$ cat config.mk
export PLATFORM = sky130hd
export DESIGN_NAME = s32x_sdr_responder
export DESIGN_NICKNAME = d
export VERILOG_FILES = /design/src/rtl/s32x_sdr_responder_pkg.sv /design/src/rtl/s32x_sdr_responder.sv
export SDC_FILE = /design/constraint.sdc
export NUM_CORES = 1
export LEC_CHECK = 0
export ABC_AREA = 1
export BUFFER_PORTS_ARGS = -buffer_cell sky130_fd_sc_hd__buf_2
export CELL_PAD_IN_SITES_DETAIL_PLACEMENT = 2
export CELL_PAD_IN_SITES_GLOBAL_PLACEMENT = 2
export CORE_ASPECT_RATIO = 1.5
export CORE_UTILIZATION = 33
export DETAILED_ROUTE_END_ITERATION = 7
export GPL_ROUTABILITY_DRIVEN = 0
export PLACE_DENSITY_LB_ADDON = 0.1
export SLEW_MARGIN = 20
export SYNTH_ARGS = -nofsm -noshare
export SYNTH_HDL_FRONTEND = slang
export SYNTH_SLANG_ARGS = --single-unit
$ cat constraint.sdc
create_clock -name CLK -period 3.2 [get_ports CLK]
set_clock_uncertainty 0.05 [all_clocks]
set_input_delay 0.64 -clock CLK [delete_from_list [all_inputs] [get_ports CLK]]
set_output_delay 0.64 -clock CLK [all_outputs]
set_load 0.01 [all_outputs]
$ cat src/rtl/s32x_sdr_responder_pkg.sv
// Shared types and constants for the SH2 SDRAM-bus responder.
package s32x_sdr_responder_pkg;

  typedef logic [2:0] sdr_state_t;

  localparam sdr_state_t ST_IDLE   = 3'd0;
  localparam sdr_state_t ST_WFLUSH = 3'd1;
  localparam sdr_state_t ST_RD_REQ = 3'd2;
  localparam sdr_state_t ST_PF_REQ = 3'd3;
  localparam sdr_state_t ST_DONE   = 3'd4;

  localparam logic [1:0] BE_WORD = 2'b11;

  // Posted-write buffer payload; the address lives beside it because its width is a module parameter.
  typedef struct packed {
    logic        valid;
    logic [1:0]  be;
    logic [15:0] data;
  } wbuf_t;

endpackage

$ cat src/rtl/s32x_sdr_responder.sv
// SH2 SDRAM-bus target: posted single-entry write buffer, one-word read-ahead,
// and a req/ack memory port. SDR_WAIT stalls the bus until the access is served.
module s32x_sdr_responder
  import s32x_sdr_responder_pkg::*;
#(
  parameter int PREFETCH = 1,
  parameter int AW       = 17
) (
  input  logic          CLK,
  input  logic          RST_N,
  input  logic [AW-1:0] SDR_A,
  input  logic [15:0]   SDR_DO,
  input  logic          SDR_CS,
  input  logic [1:0]    SDR_WE,
  input  logic          SDR_RD,
  output logic [15:0]   SDR_DI,
  output logic          SDR_WAIT,
  output logic          MEM_REQ,
  output logic          MEM_WE,
  output logic [AW-1:0] MEM_ADDR,
  output logic [1:0]    MEM_BE,
  output logic [15:0]   MEM_DOUT,
  input  logic          MEM_ACK,
  input  logic [15:0]   MEM_DIN
);

  localparam int KW = AW + 3;

  logic          act;
  logic          is_wr;
  logic          live;
  logic          done_eff;
  logic          ra_hit;
  logic          pf_needed;
  logic [KW-1:0] key;
  logic [AW-1:0] pf_addr;

  sdr_state_t    state_q, state_d;
  logic          done_q, done_d;
  logic          act_q, act_d;
  logic [KW-1:0] key_q, key_d;
  wbuf_t         wb_q, wb_d;
  logic [AW-1:0] wb_addr_q, wb_addr_d;
  logic          ra_valid_q, ra_valid_d;
  logic [AW-1:0] ra_tag_q, ra_tag_d;
  logic [15:0]   ra_data_q, ra_data_d;
  logic          last_rd_q, last_rd_d;
  logic [AW-1:0] last_a_q, last_a_d;
  logic          rd_abort_q, rd_abort_d;
  logic [15:0]   sdr_di_q, sdr_di_d;
  logic          mem_req_q, mem_req_d;
  logic          mem_we_q, mem_we_d;
  logic [AW-1:0] mem_addr_q, mem_addr_d;
  logic [1:0]    mem_be_q, mem_be_d;
  logic [15:0]   mem_dout_q, mem_dout_d;

  assign act   = SDR_CS & (SDR_RD | (|SDR_WE));
  assign is_wr = |SDR_WE;
  assign key   = {SDR_A, SDR_WE, SDR_RD};

  // The same access continues only while ACT stays high with an unchanged key.
  assign live      = act & act_q & (key == key_q);
  assign done_eff  = done_q & live;
  assign SDR_WAIT  = act & ~done_eff;

  assign ra_hit    = ra_valid_q & (ra_tag_q == SDR_A);
  assign pf_addr   = last_a_q + AW'(1);
  assign pf_needed = (PREFETCH != 0) & last_rd_q & ~(ra_valid_q & (ra_tag_q == pf_addr));

  assign SDR_DI    = sdr_di_q;
  assign MEM_REQ   = mem_req_q;
  assign MEM_WE    = mem_we_q;
  assign MEM_ADDR  = mem_addr_q;
  assign MEM_BE    = mem_be_q;
  assign MEM_DOUT  = mem_dout_q;

  always_comb begin
    state_d    = state_q;
    done_d     = done_eff;
    act_d      = act;
    key_d      = key;
    wb_d       = wb_q;
    wb_addr_d  = wb_addr_q;
    ra_valid_d = ra_valid_q;
    ra_tag_d   = ra_tag_q;
    ra_data_d  = ra_data_q;
    last_rd_d  = last_rd_q;
    last_a_d   = last_a_q;
    rd_abort_d = rd_abort_q;
    sdr_di_d   = sdr_di_q;
    mem_req_d  = mem_req_q;
    mem_we_d   = mem_we_q;
    mem_addr_d = mem_addr_q;
    mem_be_d   = mem_be_q;
    mem_dout_d = mem_dout_q;

    case (state_q)
      ST_IDLE: begin
        // A pending write always retires first: keeps reads ordered and drains in the background.
        if (wb_q.valid) begin
          mem_req_d  = 1'b1;
          mem_we_d   = 1'b1;
          mem_addr_d = wb_addr_q;
          mem_be_d   = wb_q.be;
          mem_dout_d = wb_q.data;
          state_d    = ST_WFLUSH;
        end else if (act && !done_eff) begin
          if (is_wr) begin
            wb_d.valid = 1'b1;
            wb_d.be    = SDR_WE;
            wb_d.data  = SDR_DO;
            wb_addr_d  = SDR_A;
            ra_valid_d = 1'b0;
            last_rd_d  = 1'b0;
            done_d     = 1'b1;
            state_d    = ST_DONE;
          end else if (ra_hit) begin
            sdr_di_d   = ra_data_q;
            last_rd_d  = 1'b1;
            last_a_d   = SDR_A;
            done_d     = 1'b1;
            state_d    = ST_DONE;
          end else begin
            mem_req_d  = 1'b1;
            mem_we_d   = 1'b0;
            mem_addr_d = SDR_A;
            mem_be_d   = BE_WORD;
            rd_abort_d = 1'b0;
            state_d    = ST_RD_REQ;
          end
        end
      end

      ST_WFLUSH: begin
        if (MEM_ACK) begin
          mem_req_d  = 1'b0;
          wb_d.valid = 1'b0;
          state_d    = ST_IDLE;
        end
      end

      ST_RD_REQ: begin
        rd_abort_d = rd_abort_q | ~live;
        if (MEM_ACK) begin
          mem_req_d = 1'b0;
          // Data for an abandoned access is dropped; SDR_DI keeps its last value.
          if (live && !rd_abort_q) begin
            sdr_di_d  = MEM_DIN;
            last_rd_d = 1'b1;
            last_a_d  = mem_addr_q;
            state_d   = ST_DONE;
          end else begin
            state_d   = ST_IDLE;
          end
        end
      end

      ST_DONE: begin
        if (live) begin
          done_d = 1'b1;
        end else if (pf_needed) begin
          mem_req_d  = 1'b1;
          mem_we_d   = 1'b0;
          mem_addr_d = pf_addr;
          mem_be_d   = BE_WORD;
          state_d    = ST_PF_REQ;
        end else begin
          state_d    = ST_IDLE;
        end
      end

      ST_PF_REQ: begin
        if (MEM_ACK) begin
          mem_req_d  = 1'b0;
          ra_valid_d = 1'b1;
          ra_tag_d   = mem_addr_q;
          ra_data_d  = MEM_DIN;
          state_d    = ST_IDLE;
        end
      end

      default: begin
        state_d = ST_IDLE;
      end
    endcase
  end

  always_ff @(posedge CLK) begin
    if (!RST_N) begin
      state_q    <= ST_IDLE;
      done_q     <= 1'b0;
      act_q      <= 1'b0;
      wb_q       <= '0;
      ra_valid_q <= 1'b0;
      last_rd_q  <= 1'b0;
      rd_abort_q <= 1'b0;
      sdr_di_q   <= '0;
      mem_req_q  <= 1'b0;
      mem_we_q   <= 1'b0;
      mem_addr_q <= '0;
      mem_be_q   <= '0;
      mem_dout_q <= '0;
    end else begin
      state_q    <= state_d;
      done_q     <= done_d;
      act_q      <= act_d;
      wb_q       <= wb_d;
      ra_valid_q <= ra_valid_d;
      last_rd_q  <= last_rd_d;
      rd_abort_q <= rd_abort_d;
      sdr_di_q   <= sdr_di_d;
      mem_req_q  <= mem_req_d;
      mem_we_q   <= mem_we_d;
      mem_addr_q <= mem_addr_d;
      mem_be_q   <= mem_be_d;
      mem_dout_q <= mem_dout_d;
    end
  end

  // Payload registers are qualified by the valid/act flags above and need no reset.
  always_ff @(posedge CLK) begin
    key_q     <= key_d;
    wb_addr_q <= wb_addr_d;
    ra_tag_q  <= ra_tag_d;
    ra_data_q <= ra_data_d;
    last_a_q  <= last_a_d;
  end

endmodule

==> results of run 1 <==
cell usage in the layout (no fill, tap or decap), types with 12 or more instances in the layout:
cell type  synthesis  final
a21oi_1           47     47
buf_2              5    109
buf_4              0     18
clkbuf_16          0     17
dfxtp_1          100    100
edfxtp_1          67     67
inv_1            116    116
nand2_1          365    365
nand3_1           66     66
nand4_1           19     19
nor2_1           126    125
o211ai_1          12     12
o21ai_0           69     69
logic make-up after synthesis:
family | count (synthesis) | share of synthesized area (%)
flops | 167 | 49.8
compound gates | 141 | 9.62
fa+ha+maj | 1 | 0.155
simple gates | 608 | 31.7
buf+inv | 152 | 7.48
xor+xnor | 10 | 1.26
power by group through the flow:
stage / logic [uW] / clock network (uW) / registers [uW]
after detailed placement: 1260 / 0 / 2630
after global routing: 1390 / 2260 / 2600
after global placement: 1210 / 0 / 2620
final: 1230 / 2130 / 2580
after floorplan: 756 / 0 / 2620
after CTS: 1270 / 2180 / 2580
path summary, 6_finish.rpt:
check / end / from
min reg2reg: MEM_DOUT[4] / MEM_DOUT[4]
max: MEM_ADDR[1] / last_a_q[1]
min: key_q[0] / SDR_RD
max reg2reg: MEM_ADDR[1] / last_a_q[1]
state kept, by name, indices dropped and copies added (netlist names), 2 cells and up:
| signal | cells |
|---|---|
| key_q | 20 |
| wb_q | 19 |
| MEM_ADDR | 17 |
| last_a_q | 17 |
| ra_tag_q | 17 |
| wb_addr_q | 17 |
| MEM_DOUT | 16 |
| SDR_DI | 16 |
| ra_data_q | 16 |
| state_q | 3 |
| MEM_BE | 2 |
per-stage QoR:
stage | worst slack, ns | total power (uW) | area, um2
6_report | 0.308 | 5940 | 9640
3_3_place_gp | 0.310 | 3830 | 9040
2_1_floorplan | 0.620 | 3380 | 8070
5_1_grt | 0.0601 | 6250 | 9640
4_1_cts | 0.282 | 6030 | 9640
3_5_place_dp | 0.227 | 3890 | 9040
layer usage:
layer  part of all wire (%)  vias up  wire length, um
li1                       -     3689                -
met1                     39     3794            11200
met2                     56      129            16200
met3                    2.4       40              686
met4                    3.1        0              890
met5                      0        -                0
layout make-up:
cell class,count,share of cell area (%)
Sequential cell,167,41.7
Clock buffer,19,4.60
Multi-Input combinational cell,760,36.0
Inverter,117,4.56
Tap cell,319,4.14
Timing Repair Buffer,129,7.48
Clock inverter,13,1.57
critical path, cell delays in order (launching register included):
cell	delay [ns]
edfxtp_1	0.41
ha_1	0.26
nand3_1	0.22
nor2_1	0.36
nand4_1	0.21
nand2_1	0.15
nand2_1	0.06
nand2_1	0.06
nand2_1	0.05
nor2_1	0.12
nand3_2	0.14
nand2_2	0.11
nand2_4	0.10
nand2_8	0.27
nand2_1	0.09
nand2_1	0.07
nor2_1	0.04
==> results.cfg, run 1 <==
[run_status]
status = complete, no violations

[pwr]
cellPowerDensity_mw_per_mm2 = 616
peakVddDrop_mv = 0.363
p_comb_share_pct = 20.7
pwr-share-clk_pct = 35.8
p_sw_uw = 1880
seq_power_share_pct = 43.5
power.leakage_uw = 0.00439
intPower_uw = 4050
switching_share_pct = 31.7

[sta]
fmax_ghz = 0.346
final_hold_viol_count = 0
fin_crit_ns = 2.89
tightestPinTransition_ns = 0.710
rsz0062_at_grt = false
relSlewSlack_pct = 52.5
finalCritPeriodShare_pct = 90.4
slew_violations = 0
setup_violations = 0
tns_ns = 0
hold_slack_ns = 0.294

[clocking]
clockBufferDepth = 2
hold_buffers = 0
clock_latency_ns = 0.44
cts_resized = 0
cts_setup_buffers = 0
htreeDepth = 4
numCtsBuffers = 17
ctsRootBufferMaster = clkbuf_16
cts.sinks = 167
clk_pin_slew_ns = 0.07
cts_tree = done

[finish]
drive_gt1_share_pct = 15.6
num-fill-cells = 2857
diodes = 0
nNetsFinal = 1249
syn_to_final_growth_pct = 19.5
final_util_pct = 40.4
multi_input_area_mm2 = 0.00347
regArea_mm2 = 0.00401
final_cells = 1524

[yosys]
yosysMostFrequentCell = nand2_1
synth-main-ff-cell = dfxtp_1
synth_area_leader_cell = edfxtp_1
yosysSeqAreaShare_pct = 49.8
yosys_warnings = 0
synthTopCellsByCount = nand2_1, nor2_1, inv_1, dfxtp_1, o21ai_0
synth_edf_count = 67
synth-seq-cells = 167
syn-cell-area_mm2 = 0.00807
syn_inst = 1079
syn_nets = 1136
async_flop_share_pct = 0
syn-mean-instance-area_um2 = 7.47
synthTopCellsByArea = edfxtp_1, dfxtp_1, nand2_1, nor2_1, inv_1
ys_types = 40
synth_top_area_share_pct = 24.9

[grt]
grt_use_total_pct = 24.6
grt_max_degree = 36
globalRouteMet1Util_pct = 26.3
grt_busiest_layer = met2
grt_overflow = 0
antenna_found_initial = 0
grt_pass1_wl_mm = 46.1
use_met3_pct = 3.65
gr-usage-met2_pct = 46.8
first_global_vias = 8474

[routing]
drc = 0
dr.pass1.iters = 4
wl_mm = 29.0
antenna_left = 0
drtIter0Drc = 218
via_per_inst = 5.02
wl_per_cell_um = 19.0
vias = 7652

[floorplan]
chipWidth_um = 130
fp.coreArea_mm2 = 0.0238
io_pins = 110
die_h_um = 193
design.die.area_mm2 = 0.0251
num_rows = 69
start_util_pct = 33.8

[critical_path]
end_kind = flip-flop
r2r_slack_ns = 0.31
worst-setup-path-type = reg2reg
crit_required_ns = 3.47
worstPathArrival_ns = 3.17
start_kind = flip-flop
r2r_cells = 16
cp_max_fo = 33

[worst_hold_path]
min_path_type = in2reg
hold_depth = 1

[job]
max_cap_viol_count = 0

[placed_design]
dp_cells = 1492
io_buffers = 109
dp_hpwl_mm = 21.8
(Power assumes the default switching activity.)
==> run 2: changes to the inputs <==
- CORE_MARGIN: unset -> 2
- TNS_END_PERCENT: unset -> 30
==> results.cfg, run 2 (synthesis results as in run 1) <==
[run_status]
status = complete, no violations

[critical_path]
slowest_delay_ns = 0.49
end_kind = flip-flop
start_kind = flip-flop
cp_max_fo = 33
path_common_cell = nand2_1
path_cells = ha_1 > nand2_2 > nand2_1 > nand2_1 > nand2_1 > nor2_1 > nand2_1 > nor2_1 > nand2_1 > nor2_1 > nand3_2 > nand2_2 > nand2_4 > nand2_8 > nand2_1 > nand2_1 > nor2_1
crit_required_ns = 3.48
worst-setup-path-type = reg2reg
cp_slowest_cell = edfxtp_1
worstPathArrival_ns = 3.17

[grt]
grt_overflow = 0
first_global_vias = 8418
grt_max_degree = 53
grt_use_total_pct = 23.7
antenna_found_initial = 1
grt_pass1_wl_mm = 46.5

[floorplan]
chipWidth_um = 132
die_h_um = 195
design.die.area_mm2 = 0.0257
fp.coreArea_mm2 = 0.0242
num_rows = 70
io_pins = 110
start_util_pct = 33.4

[routing]
drtIter0Drc = 270
wl_mm = 29.5
vias = 7608
drc = 0
route.met2.wl_mm = 16.4
dr.pass1.iters = 4
wl_met3_um = 713
wl_per_cell_um = 19.3
routed.top_layer = met4
antenna_left = 0
via_per_inst = 4.98
wl_met1_mm = 11.3

[sta]
rsz0062_at_grt = false
tns_ns = 0
relSlewSlack_pct = 52.8
worst_slack_ns = 0.304
finalCritPeriodShare_pct = 90.5
setup_violations = 0
fin_crit_ns = 2.90
slew_violations = 0
fmax_ghz = 0.345
final_hold_viol_count = 0
tightestPinTransition_ns = 0.707

[clocking]
cts.sinks = 167
clockBufferDepth = 2
ctsRootBufferMaster = clkbuf_16
clk_pin_slew_ns = 0.06
hold_buffers = 0
clock_latency_ns = 0.44
cts_setup_buffers = 0
cts_tree = done
htreeDepth = 4
numCtsBuffers = 17
cts_resized = 0

[pwr]
peakVddDrop_mv = 0.344
report.power.total_uw = 5900
cellPowerDensity_mw_per_mm2 = 614
power.leakage_uw = 0.00437

[finish]
largest-register = key_q
stdcell_area_mm2 = 0.00961
diodes = 0
largest_register_ff_count = 20
reg.largest.list = key_q x20, wb_q x19
nNetsFinal = 1249
drive_gt1_share_pct = 15.3
syn_to_final_growth_pct = 19.2
final_common_cell = nand2_1
layout_common_cells = nand2_1, nor2_1, inv_1

[placed_design]
dp_slack_ns = 0.227
placed_area_mm2 = 0.00904
dp_hpwl_mm = 22.1
io_buffers = 109

[job]
max_cap_viol_count = 0

[worst_hold_path]
min_path_type = in2reg
run 2: stage by stage:
stage	instances	hold WS (ns)	util, %
6_report	1529	0.291	39.8
5_1_grt	1529	0.271	39.8
4_1_cts	1529	0.271	39.8
3_5_place_dp	1497	0.406	37.4
3_3_place_gp	1497	0.397	37.4
2_1_floorplan	1079	0.380	-
run 2: area by class of cell:
| cell class | instances | area (um2) |
|---|---|---|
| Fill cell | 2919 | 14600 |
| Sequential cell | 167 | 4010 |
| Multi-Input combinational cell | 760 | 3470 |
| Timing Repair Buffer | 129 | 708 |
| Clock buffer | 24 | 482 |
| Inverter | 117 | 439 |
| Tap cell | 324 | 405 |
| Clock inverter | 8 | 96.3 |
run 2: metal layers:
metal  global-route usage, %  vias up
li1                        -     3692
met1                    24.6     3744
met3                    3.87       54
met5                       0        -
met4                    10.1        0
met2                    46.4      118
run 2: path summary, 6_finish.rpt:
| kind | from | end | slack (ns) | depth (start not counted) |
|---|---|---|---|---|
| setup reg to reg | last_a_q[0] | MEM_ADDR[6] | 0.30 | 17 |
| setup / recovery | last_a_q[0] | MEM_ADDR[6] | 0.30 | 17 |
| hold / removal | SDR_RD | key_q[0] | 0.29 | 1 |
| hold reg to reg | wb_q[16] | wb_q[16] | 0.41 | 2 |
run 2: power by group:
part | switching [uW] | leakage [uW] | internal [uW] | total [uW]
logic | 860 | 0.00266 | 383 | 1240
clock network | 872 | 0.000276 | 1210 | 2080
registers | 155 | 0.00143 | 2430 | 2580
run 2: critical path: cells and delay by family, from the launching register on:
kind                       cells  cell delay [ns]
adders and majority gates      1             0.30
DFF                            1             0.49
and+or+nand+nor               16             1.92
